<file path="src/rtl/noc_pkg.sv">
// Shared types and defaults for the NoC virtual-channel output port.
// Sizing helper keeps VC index width at least one bit for single-VC builds.
package noc_pkg;

  localparam int NOC_WIDTH   = 16;
  localparam int NOC_DEPTH   = 5;
  localparam int NOC_NUM_VC  = 2;
  localparam int NOC_CREDITS = 5;

  localparam int ERR_CREDIT_OVF = 0;
  localparam int ERR_PUSH_FULL  = 1;

  function automatic int vc_width(input int num_vc);
    return (num_vc > 1) ? $clog2(num_vc) : 1;
  endfunction

  localparam int NOC_VCW = vc_width(NOC_NUM_VC);

  typedef logic [NOC_WIDTH-1:0] flit_t;
  typedef logic [NOC_VCW-1:0]   vc_id_t;

endpackage

</file>
<file path="src/rtl/noc_vc_fifo.sv">
// Per-VC flit FIFO: head visible combinationally, push lands in storage on the edge (no bypass).
// Push while full and pop while empty are ignored; pointers wrap at DEPTH, any DEPTH >= 2.
module noc_vc_fifo #(
  parameter int WIDTH = 16,
  parameter int DEPTH = 5
) (
  input  logic             clk,
  input  logic             rst_n,
  input  logic             push,
  input  logic             pop,
  input  logic [WIDTH-1:0] data_i,
  output logic [WIDTH-1:0] head_o,
  output logic             full,
  output logic             empty
);

  localparam int PW = (DEPTH > 1) ? $clog2(DEPTH) : 1;
  localparam int CW = $clog2(DEPTH + 1);
  localparam logic [PW-1:0] LAST_PTR = PW'(DEPTH - 1);
  localparam logic [CW-1:0] MAX_CNT  = CW'(DEPTH);

  logic [WIDTH-1:0] mem_q [DEPTH];
  logic [WIDTH-1:0] mem_d [DEPTH];
  logic [PW-1:0]    wr_ptr_q, wr_ptr_d;
  logic [PW-1:0]    rd_ptr_q, rd_ptr_d;
  logic [CW-1:0]    cnt_q, cnt_d;
  logic             do_push, do_pop;

  assign full    = (cnt_q == MAX_CNT);
  assign empty   = (cnt_q == '0);
  assign head_o  = mem_q[rd_ptr_q];
  assign do_push = push && !full;
  assign do_pop  = pop && !empty;

  always_comb begin
    mem_d    = mem_q;
    wr_ptr_d = wr_ptr_q;
    rd_ptr_d = rd_ptr_q;
    cnt_d    = cnt_q;
    if (do_push) begin
      mem_d[wr_ptr_q] = data_i;
      wr_ptr_d        = (wr_ptr_q == LAST_PTR) ? '0 : wr_ptr_q + 1'b1;
    end
    if (do_pop) begin
      rd_ptr_d = (rd_ptr_q == LAST_PTR) ? '0 : rd_ptr_q + 1'b1;
    end
    // Simultaneous push and pop leaves occupancy untouched.
    if (do_push && !do_pop) begin
      cnt_d = cnt_q + 1'b1;
    end else if (do_pop && !do_push) begin
      cnt_d = cnt_q - 1'b1;
    end
  end

  always_ff @(posedge clk or negedge rst_n) begin
    if (!rst_n) begin
      for (int i = 0; i < DEPTH; i++) begin
        mem_q[i] <= '0;
      end
      wr_ptr_q <= '0;
      rd_ptr_q <= '0;
      cnt_q    <= '0;
    end else begin
      mem_q    <= mem_d;
      wr_ptr_q <= wr_ptr_d;
      rd_ptr_q <= rd_ptr_d;
      cnt_q    <= cnt_d;
    end
  end

endmodule

</file>
<file path="src/rtl/noc_vc_output_port.sv">
// Credit-based NoC output port: per-VC FIFOs, round-robin VC grant, one registered flit/cycle, 1-edge min latency.
// Backpressure via per-VC full (drops + sticky err) and downstream credits; NOC_OUTPORT_STATS_EN adds counters.
module noc_vc_output_port
  import noc_pkg::*;
#(
  parameter int  WIDTH   = NOC_WIDTH,
  parameter int  DEPTH   = NOC_DEPTH,
  parameter int  NUM_VC  = NOC_NUM_VC,
  parameter int  CREDITS = NOC_CREDITS,
  localparam int VCW     = vc_width(NUM_VC)
) (
  input  logic              clk,
  input  logic              rst_n,
  input  logic [WIDTH-1:0]  data_i,
  input  logic [VCW-1:0]    vc_i,
  input  logic              port_en,
  input  logic [NUM_VC-1:0] inc_credit_i,
  output logic [WIDTH-1:0]  data_o,
  output logic [VCW-1:0]    vc_o,
  output logic              send_data,
  output logic [NUM_VC-1:0] full,
  output logic [1:0]        err_o
`ifdef NOC_OUTPORT_STATS_EN
  ,
  output logic [NUM_VC-1:0][31:0] stat_flits_o,
  output logic [NUM_VC-1:0][31:0] stat_stall_o
`endif
);

  localparam int CW = $clog2(CREDITS + 1);
  localparam logic [CW:0]   CRED_MAX  = (CW + 1)'(CREDITS);
  localparam logic [CW-1:0] CRED_INIT = CW'(CREDITS);

  logic [NUM_VC-1:0]             vc_sel, push_v, empty_v, elig, gnt_oh;
  logic [NUM_VC-1:0][WIDTH-1:0]  head_v;
  logic [NUM_VC-1:0][CW-1:0]     credit_q, credit_d;
  logic [CW:0]                   cred_sum;
  logic [VCW-1:0]                rr_q, rr_d, gnt_idx;
  logic                          gnt_vld, push_full;
  logic [WIDTH-1:0]              data_q, data_d;
  logic [VCW-1:0]                vc_q, vc_d;
  logic                          send_q, send_d;
  logic [1:0]                    err_q, err_d;
`ifdef NOC_OUTPORT_STATS_EN
  logic [NUM_VC-1:0][31:0]       flits_q, flits_d, stall_q, stall_d;
`endif

  // A vc_i beyond NUM_VC-1 selects no FIFO and is silently ignored.
  always_comb begin
    vc_sel = '0;
    for (int v = 0; v < NUM_VC; v++) begin
      if (vc_i == VCW'(v)) begin
        vc_sel[v] = 1'b1;
      end
    end
  end

  assign push_v    = (port_en ? vc_sel : '0) & ~full;
  assign push_full = port_en && |(vc_sel & full);

  for (genvar g = 0; g < NUM_VC; g++) begin : g_vc
    noc_vc_fifo #(
      .WIDTH (WIDTH),
      .DEPTH (DEPTH)
    ) u_fifo (
      .clk    (clk),
      .rst_n  (rst_n),
      .push   (push_v[g]),
      .pop    (gnt_oh[g]),
      .data_i (data_i),
      .head_o (head_v[g]),
      .full   (full[g]),
      .empty  (empty_v[g])
    );
    assign elig[g] = !empty_v[g] && (credit_q[g] != '0);
  end

  // Round robin: first pass scans from the pointer upward, second pass wraps from VC 0.
  always_comb begin
    gnt_vld = 1'b0;
    gnt_idx = '0;
    gnt_oh  = '0;
    for (int v = 0; v < NUM_VC; v++) begin
      if (!gnt_vld && elig[v] && (VCW'(v) >= rr_q)) begin
        gnt_vld   = 1'b1;
        gnt_idx   = VCW'(v);
        gnt_oh[v] = 1'b1;
      end
    end
    for (int v = 0; v < NUM_VC; v++) begin
      if (!gnt_vld && elig[v]) begin
        gnt_vld   = 1'b1;
        gnt_idx   = VCW'(v);
        gnt_oh[v] = 1'b1;
      end
    end
  end

  always_comb begin
    rr_d   = rr_q;
    data_d = data_q;
    vc_d   = vc_q;
    send_d = gnt_vld;
    if (gnt_vld) begin
      rr_d = (gnt_idx == VCW'(NUM_VC - 1)) ? '0 : gnt_idx + 1'b1;
      vc_d = gnt_idx;
      for (int v = 0; v < NUM_VC; v++) begin
        if (gnt_oh[v]) begin
          data_d = head_v[v];
        end
      end
    end
  end

  // Grants only happen with credit != 0, so the sum cannot underflow.
  always_comb begin
    err_d    = err_q;
    credit_d = credit_q;
    cred_sum = '0;
    for (int v = 0; v < NUM_VC; v++) begin
      cred_sum = {1'b0, credit_q[v]} + (CW + 1)'(inc_credit_i[v]) - (CW + 1)'(gnt_oh[v]);
      if (cred_sum > CRED_MAX) begin
        credit_d[v]           = CRED_INIT;
        err_d[ERR_CREDIT_OVF] = 1'b1;
      end else begin
        credit_d[v] = cred_sum[CW-1:0];
      end
    end
    if (push_full) begin
      err_d[ERR_PUSH_FULL] = 1'b1;
    end
  end

`ifdef NOC_OUTPORT_STATS_EN
  always_comb begin
    flits_d = flits_q;
    stall_d = stall_q;
    for (int v = 0; v < NUM_VC; v++) begin
      if (gnt_oh[v]) begin
        flits_d[v] = flits_q[v] + 32'd1;
      end
      if (!empty_v[v] && (credit_q[v] == '0)) begin
        stall_d[v] = stall_q[v] + 32'd1;
      end
    end
  end

  assign stat_flits_o = flits_q;
  assign stat_stall_o = stall_q;
`endif

  always_ff @(posedge clk or negedge rst_n) begin
    if (!rst_n) begin
      for (int v = 0; v < NUM_VC; v++) begin
        credit_q[v] <= CRED_INIT;
      end
      rr_q   <= '0;
      data_q <= '0;
      vc_q   <= '0;
      send_q <= 1'b0;
      err_q  <= '0;
`ifdef NOC_OUTPORT_STATS_EN
      flits_q <= '0;
      stall_q <= '0;
`endif
    end else begin
      credit_q <= credit_d;
      rr_q     <= rr_d;
      data_q   <= data_d;
      vc_q     <= vc_d;
      send_q   <= send_d;
      err_q    <= err_d;
`ifdef NOC_OUTPORT_STATS_EN
      flits_q <= flits_d;
      stall_q <= stall_d;
`endif
    end
  end

  assign data_o    = data_q;
  assign vc_o      = vc_q;
  assign send_data = send_q;
  assign err_o     = err_q;

endmodule

</file>
<file path="config.mk">
export PLATFORM = sky130hd
export DESIGN_NAME = noc_vc_output_port
export DESIGN_NICKNAME = d
export VERILOG_FILES = /design/src/rtl/noc_pkg.sv /design/src/rtl/noc_vc_fifo.sv /design/src/rtl/noc_vc_output_port.sv
export SDC_FILE = /design/constraint.sdc
export NUM_CORES = 1
export LEC_CHECK = 0
export ABC_CLOCK_PERIOD_IN_PS = 5400
export CAP_MARGIN = 40
export CORE_ASPECT_RATIO = 1.2
export CORE_UTILIZATION = 25
export DETAILED_ROUTE_END_ITERATION = 8
export SYNTH_ARGS = -nofsm -noshare
export SYNTH_HDL_FRONTEND = slang
export SYNTH_SLANG_ARGS = --single-unit
</file>
<file path="constraint.sdc">
create_clock -name clk -period 5.4 [get_ports clk]
set_clock_uncertainty 0.1 [all_clocks]
set_input_delay 0.81 -clock clk [delete_from_list [all_inputs] [get_ports clk]]
set_output_delay 0.81 -clock clk [all_outputs]
set_load 0.02 [all_outputs]
</file>
==> results of run 1 <==
-- through the flow --
step	hold WS, ps	total power [W]	util (%)
2_1_floorplan	357	0.00485	-
3_3_place_gp	356	0.00561	27.6
3_5_place_dp	359	0.00573	27.8
4_1_cts	179	0.00735	29.9
5_1_grt	200	0.00780	29.9
6_report	166	0.00728	29.9
-- final cells by class --
type                            count  area share [%]
Clock buffer                       37            6.22
Clock inverter                      5           0.552
Multi-Input combinational cell    484            36.8
Sequential cell                   205            44.4
Tap cell                          526            5.69
Inverter                           30           0.973
Timing Repair Buffer               61            5.40
-- Yosys cell counts, types with 3 or more instances --
cell type / n
buf_1: 17
buf_4: 6
xnor2_1: 6
nor3_1: 20
xor2_1: 4
mux2_4: 10
a21oi_1: 36
a2111oi_0: 15
a21o_1: 5
mux2_2: 150
nor2_1: 25
ha_1: 18
buf_6: 3
dfrtp_1: 201
fa_1: 4
o31ai_1: 16
nand2_1: 33
inv_2: 4
nor4_4: 5
o21ai_0: 48
mux2i_1: 63
clkbuf_1: 18
buf_2: 18
dfstp_2: 4
inv_1: 24
-- worst register-to-register path, stage by stage, from the launching register on --
cell     delay [ps]
dfstp_2         540
nor3_1           60
or2_1           310
o21ai_4         140
buf_4           320
inv_2           280
ha_1            350
inv_1            40
ha_1            200
fa_1            380
xnor2_1         200
o21ai_0         120
or3_1           310
-- kinds of logic (layout without fill, tap and decap cells) --
| family | count (synthesis) | after routing | synth area share, % |
|---|---|---|---|
| muxes | 226 | 226 | 25.6 |
| DFF | 205 | 205 | 52.3 |
| AOI/OAI and AO/OA | 125 | 125 | 7.76 |
| adders and majority gates | 22 | 22 | 3.11 |
| buffers and inverters | 93 | 133 | 4.41 |
| and+or+nand+nor | 101 | 101 | 5.94 |
| xor gates and xnor gates | 10 | 10 | 0.892 |
-- power by group --
part | internal (W) | switching [W] | leakage [nW]
Combinational | 0.00142 | 0.00141 | 2.00
Clock | 0.000961 | 0.000631 | 0.382
Sequential | 0.00231 | 0.000541 | 2.49
Total | 0.00469 | 0.00258 | 4.88
-- registers in the layout (all words and copies together) (netlist names), 2 cells and up --
signal,count
g_vc.u_fifo.rd_ptr_q,6
data_o,16
g_vc.u_fifo.mem_q,160
credit_q,6
g_vc.u_fifo.wr_ptr_q,6
g_vc.u_fifo.cnt_q,6
err_o,2
-- metal layers --
metal	vias up	wire, microns	global-route usage, %	part of all wire (%)
li1	2828	-	-	-
met1	3173	10700	16.1	47
met2	103	10700	19.1	47
met3	31	842	1.91	3.7
met4	0	563	3.58	2.5
met5	-	0	0	0
-- how the worst min path moves through the flow --
stage / startpoint / to / slack, ps / depth (start not counted)
after floorplan: g_vc[1].u_fifo.mem_q[66]$_DFFE_PN0P_ / g_vc[1].u_fifo.mem_q[66]$_DFFE_PN0P_ / 360 / 1
after global placement: err_o[1]$_DFFE_PN0P_ / err_o[1]$_DFFE_PN0P_ / 360 / 1
after detailed placement: err_o[1]$_DFFE_PN0P_ / err_o[1]$_DFFE_PN0P_ / 360 / 1
after CTS: rst_n / g_vc[0].u_fifo.mem_q[13]$_DFFE_PN0P_ / 180 / 1
after global routing: rst_n / g_vc[0].u_fifo.mem_q[13]$_DFFE_PN0P_ / 200 / 1
final: rst_n / g_vc[1].u_fifo.mem_q[43]$_DFFE_PN0P_ / 170 / 1
==> reports/qor.txt, run 1 <==
dpl hpwl: 14600 microns
clk sinks: 205
fin crit period: 3480 ps
commonest cells after routing, fill and taps aside: dfrtp_1, mux2_2, mux2i_1, o21ai_0, clkdlybuf4s50_1
register area: 5140 sq um
Post-Route WL: 22800 microns
dpl ws: 1940 ps
Skew-Pair Late Insertion Delay: 520 ps
layout cells sized above 1: 29.3%
Wirelength per Cell: 16.9 microns
setup TNS: 0 ps
VDD IR max: 0.000330 V
Die Area: 40100 sq um
Area Growth Syn to Fin: 17.8%
non-filler cells in the finished layout: 1348
outcome: completed
DRC viols: 0
CTS tree: built
Max Buffers Root-to-Sink: 3
GP Congestion: 0.729
Worst R2R End: err_o[0]$_DFFE_PN0P_
Synth area leaders: dfrtp_1, mux2_2, mux2i_1, o21ai_0, ha_1
CP Capture Point: err_o[0]$_DFFE_PN0P_
pin count of the biggest net entering global routing: 69
synthesized instance count: 782
vias in the first global route: 6435
clock transition at the registers of the reported paths: 60 ps
Critical Path Fanout Max: 22
crit path launch: credit_q[2]$_DFF_PN1_
fillers: 3966
Max stage delay on crit path: 540 ps
Hold Path Class: in -> async
Crit path depth: 12
most frequent CP cell: ha_1
critical path class: reg -> reg
CP max stage cell: dfstp_2
post-cts hold buffer count: 0
placement-stage cell area: 10800 sq um
distinct cell type count after synthesis: 47
placed instance count: 1306
TritonRoute pass-1 iters: 4
Yosys top cell by area: dfrtp_1
design area: 11600 sq um
num ports: 44
period utilization: 64.4%
fmax: 288 MHz
worst setup margin: 1920 ps
CP Buf/Inv Count: 3
Die W: 183 microns
die height: 219 microns
post-synth top area share: 51.2%
RSZ-0062 raised after global routing: false
final slew viol count: 0
via/cell ratio: 4.55
CP Data Arrival Time: 3770 ps
CTS root buf: clkbuf_16
synthesized area per cell: 12.6 sq um
Max Cap Violations: 0
Setup violations, final: 0
EDFF count, synth: 0
startpoint types: register
CTS buffer count: 24
setup slack, reg-to-reg: 1920 ps
PortBufs: 43
Lkg Pwr: 4.88 nW
reg2reg path depth: 12
DRT iter0 DRCs: 367
buffer count from post-CTS setup fixing: 0
Most used DFF post-synth: dfrtp_1
Setup crit end kind: register
worst-margin pin slew: 834 ps
DR vias: 6135
YS warnings: 0
Critical Path RT: 5700 ps
cts repair resizes: 0
Synth async-reset ratio: 100%
global-route wire length before repair: 36900 microns
initial antenna violation count: 0
FP Rows: 79
Yosys reg bits: 205
CP top delay family: adder cells
core area: 38700 sq um
PwrDens: 629 nW/um^2
Syn Nets: 826
# nets final: 850
Slew HR: 44.4%
sequential fraction of the synthesis area: 52.3%
area of the mapped netlist: 9820 sq um
Initial Util: 25.3%
crit path cell chain: nor3_1 > or2_1 > o21ai_4 > buf_4 > inv_2 > ha_1 > inv_1 > ha_1 > fa_1 > xnor2_1 > o21ai_0 > or3_1
CTS H-tree lvls: 1
RR Startpoint: credit_q[2]$_DFF_PN1_
final hold vios: 0
area of the multi-input gates: 4260 sq um
diodes inserted: 0
Congestion Overflow GR: 0
GRT Util Overall: 11.8%
DRT antenna net count: 0
commonest non-fill, non-tap cell in the layout: dfrtp_1
Power figures use the tool's default switching activity.
==> run 2, diff against run 1 <==
Settings changed: ABC_CLOCK_PERIOD_IN_PS 5400 to 2980.
Clock period 5.4 ns to 2.98 ns, I/O delays scaled along.
==> run 2 against run 1 <==
Against the previous run: combinational power up 99%; first-iteration DRC count down 11%; sequential share of layout area down 0.86 points; maximum frequency up 23%; via count up 2.6%; critical path depth down 1.
==> reports/qor.txt, run 2 (synthesized netlist as in run 1, its figures left out) <==
outcome: completed
Setup violations, final: 0 (unchanged)
FP Rows: 79 (unchanged)
clock transition at the registers of the reported paths: 60 ps (about the same)
Skew-Pair Late Insertion Delay: 530 ps (about the same)
CP top delay family: adder cells
CP max stage cell: dfstp_2
global-route wire length before repair: 37500 microns (+1.7%)
Wirelength per Cell: 17.3 microns (+2.0%)
crit path cell chain: or3_4 > o31a_2 > a21o_1 > inv_1 > ha_1 > inv_1 > ha_1 > fa_1 > xnor2_2 > o21ai_1 > or3_1
Max stage delay on crit path: 550 ps (about the same)
CTS buffer count: 24 (unchanged)
dpl hpwl: 14800 microns (+1.4%)
CTS root buf: clkbuf_16
GP Congestion: 0.727 (-0.19%)
CTS tree: built
commonest non-fill, non-tap cell in the layout: dfrtp_1
CP Data Arrival Time: 3140 ps (-630 ps)
VDD IR max: 0.000508 V (+54%)
commonest cells after routing, fill and taps aside: dfrtp_1, mux2_2, mux2i_1, o21ai_0, clkdlybuf4s50_1
GRT Util Overall: 12.2% (+0.42 points)
Die W: 183 microns (unchanged)
TritonRoute pass-1 iters: 5 (+1)
num ports: 44 (unchanged)
die height: 219 microns (unchanged)
Max Buffers Root-to-Sink: 3 (unchanged)
Critical Path RT: 3290 ps (-2410 ps)
vias in the first global route: 6425 (-0.16%)
CTS H-tree lvls: 1 (unchanged)
PortBufs: 43 (unchanged)
Congestion Overflow GR: 0 (unchanged)
DR vias: 6297 (+2.6%)
Setup crit end kind: register
final hold vios: 0 (unchanged)
clk sinks: 205 (unchanged)
Hold Path Class: reg -> reg
CP Buf/Inv Count: 2 (-1)
Top reg by flops: g_vc.u_fifo.mem_q
critical path class: reg -> reg
final hold slack: 356 ps (+189 ps)
fmax: 353 MHz (+23%)
worst-margin pin slew: 681 ps (-153 ps)
startpoint types: register
Post-Route WL: 23700 microns (+3.9%)
PwrDens: 1140 nW/um^2 (+82%)
final slew viol count: 0 (unchanged)
period utilization: 95.0% (+31 points)
Initial Util: 25.3% (unchanged)
diodes inserted: 0 (unchanged)
DRT iter0 DRCs: 326 (-11%)
Slew HR: 53.4% (+9.0 points)
setup TNS: 0 ps (unchanged)
DRT antenna net count: 0 (unchanged)
pin count of the biggest net entering global routing: 79 (+14%)
layout cells sized above 1: 32.3% (+3.0 points)
Area Growth Syn to Fin: 20.1%
fin crit period: 2830 ps (-645 ps)
DRC viols: 0 (unchanged)
via/cell ratio: 4.59 (+0.85%)
Critical Path Fanout Max: 3 (-86%)
Lkg Pwr: 5.01 nW (+2.7%)
# nets final: 874 (+2.8%)
max reg flops: 160 (unchanged)
core area: 38700 sq um (unchanged)
initial antenna violation count: 3 (+3)
Max Cap Violations: 0 (unchanged)
Die Area: 40100 sq um (unchanged)
run 2: final cells by class:
class,count,area [sq um]
clock buffers,38,733
multi-input cells,484,4300
well taps,526,658
inverters,30,113
clock inverters,4,36.3
flip-flops and latches,205,5140
fillers,3985,26900
repair buffers,85,822
run 2: worst reg2reg max path, stage by stage (launching register included):
cell and delay [ps]:
dfstp_2 550, or3_4 130, o31a_2 180, a21o_1 140
inv_1 50, ha_1 270, inv_1 40, ha_1 200
fa_1 420, xnor2_2 210, o21ai_1 90, or3_1 340
run 2: routing by layer:
layer / vias up / wire length [microns] / track usage [%]
li1: 2874 / - / -
met1: 3215 / 11000 / 16.7
met2: 145 / 10700 / 19.2
met3: 57 / 1200 / 2.52
met4: 6 / 680 / 4.14
met5: - / 39 / 0
run 2: final timing paths:
check	from	to	slack, ps	depth (start not counted)
worst max-delay path	credit_q[5]$_DFF_PN1_	err_o[0]$_DFFE_PN0P_	150	11
worst min-delay path	err_o[1]$_DFFE_PN0P_	err_o[1]$_DFFE_PN0P_	360	1
worst max register to register	credit_q[5]$_DFF_PN1_	err_o[0]$_DFFE_PN0P_	150	11
worst min register to register	err_o[1]$_DFFE_PN0P_	err_o[1]$_DFFE_PN0P_	360	1
max in group asynchronous	rst_n	g_vc[1].u_fifo.mem_q[60]$_DFFE_PN0P_	1500	3
min in group asynchronous	rst_n	err_o[1]$_DFFE_PN0P_	390	2
run 2: stage by stage:
stage	instance area [sq um]	power [W]	cells	setup WS [ps]	utilization (%)
global placement	11000	0.0105	1327	158	28.3
CTS	11800	0.0136	1371	41.4	30.4
finish	11800	0.0135	1372	149	30.4
floorplan	9840	0.00883	782	15.1	-
detailed placement	11000	0.0107	1328	49.4	28.3
global route	11800	0.0144	1372	-4.97	30.4
run 2: power by group:
part / switching, W / leakage [nW] / total [W] / internal, W
logic: 0.00283 / 2.14 / 0.00564 / 0.00281
registers: 0.000824 / 2.49 / 0.00501 / 0.00418
clock network: 0.00116 / 0.371 / 0.00284 / 0.00168
run 2: what timing repair did:
action,in CTS,in global routing
endpoints found under the setup margin,0,2
hold buffers,1,0
buffers inserted,0,1
resized for setup,0,7
hold endpoints to repair,70,0
